$ cat config.mk
export PLATFORM = sky130hd
export DESIGN_NAME = fetch_stage
export DESIGN_NICKNAME = d
export VERILOG_FILES = /design/src/rtl/fetch_pkg.sv /design/src/rtl/fetch_queue.sv /design/src/rtl/fetch_stage.sv
export SDC_FILE = /design/constraint.sdc
export NUM_CORES = 1
export LEC_CHECK = 0
export CORE_MARGIN = 2
export CORE_UTILIZATION = 45
export DETAILED_ROUTE_END_ITERATION = 8
export DONT_BUFFER_PORTS = 1
export PLACE_DENSITY = 0.59
export SYNTH_ARGS = -nofsm -noshare
export SYNTH_HDL_FRONTEND = slang
export SYNTH_SLANG_ARGS = --single-unit
$ cat constraint.sdc
create_clock -name clk -period 2.83 [get_ports clk]
set_input_delay 0.566 -clock clk [delete_from_list [all_inputs] [get_ports clk]]
set_output_delay 0.566 -clock clk [all_outputs]
set_load 0.05 [all_outputs]
$ cat src/rtl/fetch_pkg.sv
// Shared widths, constants and the fetch queue entry payload.
package fetch_pkg;
  localparam int unsigned INSTR_W = 32;
  localparam int unsigned PC_W    = 64;
  localparam int unsigned PC_STEP = 4;
  localparam logic [INSTR_W-1:0] NOP_INSTR = 32'hD503201F;

  typedef struct packed {
    logic [PC_W-1:0]    pc;
    logic [INSTR_W-1:0] instr;
    logic               filled;
  } fetch_entry_t;
endpackage

$ cat src/rtl/fetch_queue.sv
// In-order fetch queue: entries allocated at request time, filled at response
// time, popped from the head; flush empties it in one cycle.
module fetch_queue
  import fetch_pkg::*;
#(
  parameter int unsigned DEPTH = 2,
  localparam int unsigned AW = $clog2(DEPTH),
  localparam int unsigned CW = AW + 1
) (
  input  logic               clk,
  input  logic               rst_n,
  input  logic               flush,
  input  logic               alloc,
  input  logic [PC_W-1:0]    alloc_pc,
  input  logic               fill,
  input  logic [INSTR_W-1:0] fill_data,
  input  logic               pop,
  output fetch_entry_t       head,
  output logic [CW-1:0]      count,
  output logic [CW-1:0]      unfilled
);

  fetch_entry_t    entries [DEPTH];
  logic [AW-1:0]   head_ptr;
  logic [AW-1:0]   tail_ptr;
  logic [AW-1:0]   fill_ptr;
  logic            fill_ok;

  // Stale slots survive a flush, so mask the head whenever the queue is empty.
  assign head    = (count != '0) ? entries[head_ptr] : '0;
  assign fill_ok = fill && (unfilled != '0);

  always_ff @(posedge clk or negedge rst_n) begin
    if (!rst_n) begin
      head_ptr <= '0;
      tail_ptr <= '0;
      fill_ptr <= '0;
      count    <= '0;
      unfilled <= '0;
      for (int i = 0; i < DEPTH; i++) entries[i] <= '0;
    end else if (flush) begin
      head_ptr <= '0;
      tail_ptr <= '0;
      fill_ptr <= '0;
      count    <= '0;
      unfilled <= '0;
    end else begin
      if (alloc) begin
        entries[tail_ptr] <= '{pc: alloc_pc, instr: '0, filled: 1'b0};
        tail_ptr          <= tail_ptr + AW'(1);
      end
      if (fill_ok) begin
        entries[fill_ptr].instr  <= fill_data;
        entries[fill_ptr].filled <= 1'b1;
        fill_ptr                 <= fill_ptr + AW'(1);
      end
      if (pop) head_ptr <= head_ptr + AW'(1);
      count    <= count + CW'(alloc) - CW'(pop);
      unfilled <= unfilled + CW'(alloc) - CW'(fill_ok);
    end
  end

endmodule

$ cat src/rtl/fetch_stage.sv
// Instruction fetch stage: PC, imem requests, stale-response dropping, queue.
// Optional macro FETCH_NOP_ON_BUBBLE_EN drives a NOP/PC=0 bubble when idle.
module fetch_stage
  import fetch_pkg::*;
#(
  parameter logic [63:0] RESET_PC = 64'h0,
  parameter int unsigned DEPTH    = 2
) (
  input  logic        clk,
  input  logic        reset,
  output logic        imem_req_valid,
  input  logic        imem_req_ready,
  output logic [63:0] imem_addr,
  input  logic        imem_rsp_valid,
  input  logic [31:0] imem_rsp_data,
  input  logic        branch_taken,
  input  logic [63:0] branch_target,
  input  logic        decode_stall,
  output logic        fetch_valid,
  output logic [31:0] instruction_Fetch,
  output logic [63:0] programCounter_Fetch
);

  localparam int unsigned CW = $clog2(DEPTH) + 1;

  logic [PC_W-1:0] pc_q;
  logic [CW-1:0]   drop_cnt;
  logic [CW-1:0]   q_count;
  logic [CW-1:0]   q_unfilled;
  fetch_entry_t    head;
  logic            req_fire;
  logic            fill;
  logic            pop;
  logic            unused_tgt_lsbs;

  assign unused_tgt_lsbs = ^branch_target[1:0];

  assign imem_req_valid = reset && !branch_taken && (q_count < CW'(DEPTH));
  assign imem_addr      = pc_q;
  assign req_fire       = imem_req_valid && imem_req_ready;
  assign fill           = imem_rsp_valid && !branch_taken && (drop_cnt == '0);
  assign fetch_valid    = head.filled && !branch_taken;
  assign pop            = fetch_valid && !decode_stall;

  always_ff @(posedge clk or negedge reset) begin
    if (!reset) begin
      pc_q <= RESET_PC;
    end else if (branch_taken) begin
      pc_q <= {branch_target[63:2], 2'b00};
    end else if (req_fire) begin
      pc_q <= pc_q + PC_W'(PC_STEP);
    end
  end

  // Every unfilled slot flushed by a redirect still has a response in flight.
  always_ff @(posedge clk or negedge reset) begin
    if (!reset) begin
      drop_cnt <= '0;
    end else if (branch_taken) begin
      drop_cnt <= drop_cnt + q_unfilled - CW'(imem_rsp_valid);
    end else if (imem_rsp_valid && (drop_cnt != '0)) begin
      drop_cnt <= drop_cnt - CW'(1);
    end
  end

  fetch_queue #(.DEPTH(DEPTH)) u_queue (
    .clk       (clk),
    .rst_n     (reset),
    .flush     (branch_taken),
    .alloc     (req_fire),
    .alloc_pc  (pc_q),
    .fill      (fill),
    .fill_data (imem_rsp_data),
    .pop       (pop),
    .head      (head),
    .count     (q_count),
    .unfilled  (q_unfilled)
  );

`ifdef FETCH_NOP_ON_BUBBLE_EN
  assign instruction_Fetch    = fetch_valid ? head.instr : NOP_INSTR;
  assign programCounter_Fetch = fetch_valid ? head.pc : '0;
`else
  logic [INSTR_W-1:0] last_instr_q;
  logic [PC_W-1:0]    last_pc_q;

  always_ff @(posedge clk or negedge reset) begin
    if (!reset) begin
      last_instr_q <= '0;
      last_pc_q    <= '0;
    end else if (fetch_valid) begin
      last_instr_q <= head.instr;
      last_pc_q    <= head.pc;
    end
  end

  assign instruction_Fetch    = fetch_valid ? head.instr : last_instr_q;
  assign programCounter_Fetch = fetch_valid ? head.pc : last_pc_q;
`endif

  rsp_has_owner: assert property (@(posedge clk) disable iff (!reset)
    imem_rsp_valid |-> ((drop_cnt != '0) || (q_unfilled != '0)))
    else $error("fetch_stage: response with no outstanding request");

endmodule
==> results.tsv, run 1 <==
stage	metric	value	unit
pwr	Pint	12.93	mW
worst_setup_path	Crit Path Category	reg -> out	
worst_setup_path	Buf/Inv on CP	5	
pwr	PD cells	1002	mW/mm²
worst_setup_path	Slowest-stage cell, CP	dfrtp_4	
outcome	failing checks	hold timing, setup timing	
logic_synthesis	Syn Std Cell Area	0.01561	mm²
pwr	Seq pwr share	34.7	%
place	GPL Wtd Cong	0.8475	
pwr	clock share of power	26.5	%
logic_synthesis	area leader, netlist	dfrtp_1	
timing	setup TNS	-1.885	ns
drt	metal1 wirelength	18310	µm
clock_tree	clk root buf	clkbuf_16	
worst_setup_path	Largest delay share family, worst path	buffers and inverters	
clock_tree	clk buf depth	3	
clock_tree	TritonCTS clock tree	done	
grt	first-pass GRT wire length	67940	µm
floorplanning	chip height	190.3	µm
floorplanning	# IOs	264	
timing	Worst Skew	0.01918	ns
pwr	net switching power	7.660	mW
clock_tree	worst skew pair latency	0.55	ns
logic_synthesis	share of synthesized registers carrying an async set or reset	100.0	%
drt	routed length on met2	21270	µm
finish	Multi-input gate area	0.006910	mm²
timing	final setup vio count	56	
timing	Fin. Hold Viols	357	
timing	Tmin final	2.896	ns
finish	most frequent cells in the layout	dfrtp_1, mux2_2, nor2_1	
pwr	final total power	20.59	mW
drt	Post-Route WL	44300	µm
drt	vias post-DR	11302	
job	maxcap violations	0	
drt	Via density	5.603	
worst_setup_path	CP Max Fanout	5	
timing	final hold slack	-0.2806	ns
drt	DRC	0	
place	Port Buffers	0	
floorplanning	Core Area	0.03437	mm²
logic_synthesis	Post-Syn Area per Cell	11.61	µm²
grt	grt ovf	0	
pwr	sw frac	37.19	%
outcome	run status	complete, but fails checks	
logic_synthesis	number of synthesized flops with an enable pin	0	
logic_synthesis	Top FF cell, synth	dfrtp_1	
drt	DRT iter0 DRCs	626	
logic_synthesis	number of synthesis warnings	0	
clock_tree	Clk pin slew, worst setup/hold paths	0.06	ns
logic_synthesis	count of cell types in the netlist	50	
worst_setup_path	Critical Path RT	2.26	ns
place	placed insts	1903	
pwr	Logic pwr share	38.8	%
grt	Tot GR Track Use	24.49	%
timing	Slew Limit Fails	0	
timing	Final period util	102.3	%
timing	RSZ-0062 raised after global routing	true	
clock_tree	H-tree levels	2	
worst_setup_path	R2R Setup Slk	0.43	ns
finish	leading cell type in the layout, fill and taps excluded	dfrtp_1	
worst_setup_path	delay of the slowest critical-path stage	0.49	ns
grt	initial antenna violation count	6	
clock_tree	clk sinks	357	
floorplanning	Rows	68	
finish	design area	0.02054	mm²
place	dpl cell area	0.01787	mm²
pwr	leakage power	8.628	nW
drt	first-pass iteration count of the detailed router	4	
place	DP HPWL	26910	µm
drt	WL met3	3811	µm
worst_setup_path	cell chain of the critical path	mux2i_4, nor3_2, buf_6, buf_8, buf_12, buf_12, nor2_2, a21oi_2, buf_6	
logic_synthesis	Synth Register Bits	357	
finish	fill count	2830	
floorplanning	starting density of the core	45.41	%
timing	Slew HR	21.07	%
finish	Syn-to-layout area delta	31.60	%
drt	post-route ant nets	0	
logic_synthesis	post-synthesis sequential area ratio	57.23	%
logic_synthesis	Synth Instances	1344	
finish	Sequential Area	0.008937	mm²
clock_tree	clock buffer count from CTS	41	
worst_setup_path	Crit. End Element	output pin	
worst_setup_path	Arr. time, crit path	2.33	ns
finish	Finished Layout Cells	2017	
floorplanning	full die area	0.03620	mm²
finish	share of layout cells above drive strength 1	35.81	%
timing	Slew @ Worst Pin	1.184	ns
timing	worst setup margin	-0.06594	ns
grt	pin count of the biggest net entering global routing	361	
logic_synthesis	Synth area leaders	dfrtp_1, mux2_2, mux2i_1	
finish	nets	1642	
worst_setup_path	crit path launch type	flop	
hold_path	Hold WC Path Type	in -> async	
pwr	Max VDD drop	779.8	µV
logic_synthesis	Synth top area share	57.23	%
floorplanning	die extent in x	190.3	µm
timing	Fmax	0.3453	GHz
grt	via count of the first global-routing pass	11583	
drt	highest metal used	met5	
drt	drt wl/cell	21.96	µm
-- Yosys cell counts, drive strengths merged, types with 2 or more instances --
cell,count
xor2,21
nand2b,2
nor3,25
xnor2,29
mux2,124
or3,14
mux2i,97
nor2b,7
a22o,65
nor2,132
nand2,69
o31ai,4
o21ai,53
and4,2
and3,8
a31oi,16
dfrtp,357
inv,15
buf,26
nor4,17
nand3,31
ha,8
a21oi,96
a221o,2
clkbuf,60
nand4,41
and2,4
or4,7
-- kinds of logic (layout without fill, tap and decap cells) --
group                    Yosys count  in the layout  synth area share, %
AO/OA/AOI/OAI                    243            243                9.739
XOR/XNOR                          50             50                2.805
adder cells (fa/ha/maj)            8              8               0.6413
buffers and inverters            101            317                2.549
flip-flops                       357            357                57.23
multiplexers                     221            221                15.17
other                              1              3              0.02402
AND/OR/NAND/NOR                  363            363                11.85
-- final timing paths --
kind                                                 startpoint                               to  depth (start not counted)
max in group asynchronous                                 reset        imem_addr[14]$_DFFE_PN0P_                          0
worst min-delay path                                      reset  u_queue.entries[24]$_DFFE_PN0N_                          0
worst max-delay path               u_queue.head_ptr$_DFFE_PN0P_          programCounter_Fetch[3]                          9
worst min register to register  u_queue.entries[42]$_DFFE_PN0P_  u_queue.entries[42]$_DFFE_PN0P_                          2
min in group clk                                   branch_taken    u_queue.unfilled[1]$_DFF_PN0_                          1
worst max register to register        imem_addr[35]$_DFFE_PN0P_        imem_addr[60]$_DFFE_PN0P_                          5
-- flip-flops by register name, summed over array words and instances (netlist names) --
name and flops:
u_queue.entries 190, u_queue.count 2, imem_addr 62, last_pc_q 64, u_queue.head_ptr 1, u_queue.unfilled 2, last_instr_q 32, u_queue.fill_ptr 1
u_queue.tail_ptr 1, drop_cnt 2
-- final cells by class --
cell class,instances,area share (%)
Sequential cell,357,43.50
Multi-Input combinational cell,887,33.64
Timing Repair Buffer,230,12.99
Clock buffer,58,5.938
Tap cell,455,2.771
Clock inverter,14,0.8709
Inverter,15,0.2741
Antenna cell,1,0.01218
-- power by group through the flow --
stage / clock (mW) / combinational [mW] / sequential, mW
floorplan: 0 / 4.83 / 7.37
global placement: 0 / 7.04 / 7.12
detailed placement: 0 / 7.13 / 7.19
CTS: 5.58 / 7.92 / 7.13
global route: 5.79 / 8.40 / 7.30
finish: 5.46 / 7.98 / 7.15
-- worst register-to-register path, delay by kind of cell, from the launching register on --
| family | cells | cell delay (ns) |
|---|---|---|
| simple gates | 4 | 1.60 |
| compound gates | 1 | 0.17 |
| flops | 1 | 0.56 |
-- stage by stage --
step	util, %	setup slack (ns)
after floorplan	-	-0.1205
after global placement	52.00	0.2963
after detailed placement	52.00	0.2495
after CTS	59.14	-0.1181
after global routing	59.76	-0.1901
final	59.77	-0.06594
-- layer usage --
layer	vias to the layer above	global-route usage, %
li1	5223	-
met1	5735	30.54
met2	274	40.29
met3	62	8.704
met4	8	6.947
met5	-	0
-- what timing repair did --
| action | in CTS | in global routing |
|---|---|---|
| buffers inserted | 20 | 11 |
| setup endpoints to repair | 91 | 94 |
| pin swaps | 2 | 3 |
| cloned | 9 | 2 |
| hold endpoints to repair | 357 | 357 |
| gates resized for setup | 154 | 18 |
(Power assumes the default switching activity.)
==> run 2, diff against run 1 <==
Settings changed: SETUP_SLACK_MARGIN from default to 0.02.
==> results.tsv, run 2 (synthesized netlist as in run 1, its figures left out) <==
stage	metric	value	unit	change
clock_tree	clk root buf	clkbuf_16		unchanged
timing	Slew Limit Fails	0		unchanged
grt	pin count of the biggest net entering global routing	361		unchanged
finish	Largest Register	u_queue.entries		unchanged
worst_setup_path	reg2reg end	imem_addr[41]$_DFFE_PN0P_		was imem_addr[60]$_DFFE_PN0P_
floorplanning	Rows	68		unchanged
grt	via count of the first global-routing pass	11592		was 11.58k
worst_setup_path	CP Max Fanout	5		unchanged
floorplanning	die extent in x	190.3	µm	unchanged
drt	first-pass iteration count of the detailed router	4		unchanged
worst_setup_path	R2R Setup Slk	0.43	ns	about the same
clock_tree	Clk pin slew, worst setup/hold paths	0.06	ns	about the same
drt	vias post-DR	11430		was 11.30k
grt	first-pass GRT wire length	68370	µm	was 67940 µm
finish	most frequent cells in the layout	dfrtp_1, mux2_2, buf_4		was dfrtp_1, mux2_2, nor2_1
pwr	leakage power	8.809	nW	was 8.628 nW
drt	drt wl/cell	22.19	µm	was 21.96 µm
floorplanning	Core Area	0.03437	mm²	unchanged
floorplanning	starting density of the core	45.41	%	unchanged
floorplanning	# IOs	264		unchanged
timing	final setup vio count	68		was 56
drt	Post-Route WL	45130	µm	was 44300 µm
worst_setup_path	worst reg-to-reg path cell count	6		was 5
drt	DRC	0		unchanged
worst_setup_path	FF-to-FF Start	u_queue.count[1]$_DFF_PN0_		was imem_addr[35]$_DFFE_PN0P_
floorplanning	chip height	190.3	µm	unchanged
timing	Final period util	102.8	%	was 102.3%
timing	final hold slack	-0.2805	ns	was -0.2806 ns
timing	Fmax	0.3436	GHz	was 0.3453 GHz
drt	DRT iter0 DRCs	687		was 626
timing	Slew HR	14.75	%	was 21.07%
worst_setup_path	Crit Path Category	reg -> out		unchanged
worst_setup_path	cell chain of the critical path	mux2i_4, nor3_2, buf_6, buf_8, buf_12, buf_12, nor2_4, a21oi_4, buf_12		was mux2i_4, nor3_2, buf_6, buf_8, buf_12, buf_12, nor2_2, a21oi_2, buf_6
place	DP HPWL	26910	µm	unchanged
finish	nets	1659		was 1642
worst_setup_path	Arr. time, crit path	2.34	ns	was 2.33 ns
clock_tree	worst skew pair latency	0.55	ns	about the same
clock_tree	clock buffer count from CTS	41		unchanged
job	maxcap violations	0		unchanged
place	pre-CTS setup slack	0.2495	ns	unchanged
grt	Tot GR Track Use	24.62	%	was 24.49%
finish	leading cell type in the layout, fill and taps excluded	dfrtp_1		unchanged
hold_path	Hold WC Path Type	in -> async		unchanged
finish	Syn-to-layout area delta	35.11	%	was 31.60%
grt	initial antenna violation count	6		unchanged
worst_setup_path	Crit. End Element	output pin		unchanged
place	Port Buffers	0		unchanged
floorplanning	full die area	0.03620	mm²	unchanged
drt	post-route ant nets	0		unchanged
pwr	Max VDD drop	782.3	µV	was 779.8 µV
finish	share of layout cells above drive strength 1	38.40	%	was 35.81%
drt	Via density	5.619		was 5.603
clock_tree	H-tree levels	2		unchanged
finish	post-layout util	61.36	%	was 59.77%
timing	Slew @ Worst Pin	1.279	ns	was 1.184 ns
timing	Tmin final	2.910	ns	was 2.896 ns
clock_tree	TritonCTS clock tree	done		unchanged
worst_setup_path	Critical Path RT	2.26	ns	about the same
outcome	failing checks	hold timing, setup timing		unchanged
clock_tree	clk sinks	357		unchanged
pwr	PD cells	995.5	mW/mm²	was 1002 mW/mm²
finish	max reg flops	190		unchanged
grt	grt ovf	0		unchanged
worst_setup_path	most numerous cell on the critical path	buf_12		
timing	Fin. Hold Viols	325		was 357
outcome	run status	complete, but fails checks		unchanged
timing	Worst Skew	0.02091	ns	was 0.01918 ns
timing	RSZ-0062 raised after global routing	true		unchanged
worst_setup_path	crit path launch type	flop		unchanged
worst_setup_path	Worst path depth	9		unchanged
worst_setup_path	Slowest-stage cell, CP	dfrtp_4		unchanged
timing	worst setup margin	-0.08018	ns	was -0.06594 ns
clock_tree	clk buf depth	3		unchanged
worst_setup_path	Largest delay share family, worst path	buffers and inverters		unchanged
place	GPL Wtd Cong	0.8475		unchanged
worst_setup_path	delay of the slowest critical-path stage	0.49	ns	about the same
worst_setup_path	Buf/Inv on CP	5		unchanged
## run 2: cell count changes in the layout (fill, tap and decap cells not counted), moves of 3 or more
cell,change
buf_12,+9
nor2_1,-30
buf_16,+3
buf_6,-5
nor2_4,+31
a21oi_2,-4
buf_4,+9
a21oi_4,+4
## run 2: worst max-delay path by stage
stage / slack (ns) / start / end
after floorplan: -0.12 / branch_taken / programCounter_Fetch[54]
after global placement: 0.30 / u_queue.head_ptr$_DFFE_PN0P_ / programCounter_Fetch[54]
after detailed placement: 0.25 / u_queue.head_ptr$_DFFE_PN0P_ / programCounter_Fetch[53]
after CTS: -0.16 / u_queue.head_ptr$_DFFE_PN0P_ / programCounter_Fetch[34]
after global routing: -0.18 / u_queue.head_ptr$_DFFE_PN0P_ / programCounter_Fetch[19]
final: -0.08 / u_queue.head_ptr$_DFFE_PN0P_ / programCounter_Fetch[6]
## run 2: worst reg2reg max path: stages, from the launching register on
cell,delay (ns)
dfrtp_1,0.45
nand3b_1,0.19
buf_4,0.28
or4_1,0.71
nor4_1,0.43
xnor2_1,0.18
o21ai_1,0.07
## run 2: layout make-up
type / count / area [µm²]
Antenna cell: 1 / 2.502
Sequential cell: 357 / 8937
Clock inverter: 14 / 178.9
Fill cell: 2750 / 13280
Multi-Input combinational cell: 887 / 7176
Timing Repair Buffer: 247 / 2950
Tap cell: 455 / 569.3
Inverter: 15 / 56.30
Clock buffer: 58 / 1220
## run 2: metrics by stage
step / total power [mW] / hold WS (ns) / std cells / setup TNS [ns] / cell area [µm²]
2_1_floorplan: 12.19 / 0.2704 / 1345 / -0.1205 / 15970
3_3_place_gp: 14.17 / 0.2777 / 1903 / 0 / 17870
3_5_place_dp: 14.32 / 0.2790 / 1903 / 0 / 17870
4_1_cts: 20.72 / -0.3131 / 2008 / -7.381 / 20540
5_1_grt: 21.87 / -0.3118 / 2033 / -12.32 / 21090
6_report: 20.99 / -0.2805 / 2034 / -2.519 / 21090
## run 2: report_power, final
group	internal, mW	total [mW]	switching [mW]
registers	6.51	7.28	0.768
clock network	3.36	5.48	2.12
logic	3.28	8.24	4.96
## run 2: layer usage
layer	part of all wire (%)	wire, µm	GRT usage [%]
met5	0.13	57	0
met4	1.9	861	7.126
met3	8.5	3846	8.668
met2	48	21530	40.33
met1	42	18830	30.87
## run 2: repair_timing
item	CTS	global route
setup endpoints to repair	95	94
resized for setup	179	71
setup buffers	20	25
pin swaps	2	4
cloned	14	4
hold endpoints to repair	357	357
==> run 3, diff against run 2 <==
Settings changed: CAP_MARGIN from default to 20.
==> results of run 3 <==
No change in the layout: final DEF, timing and power equal those of run 2.
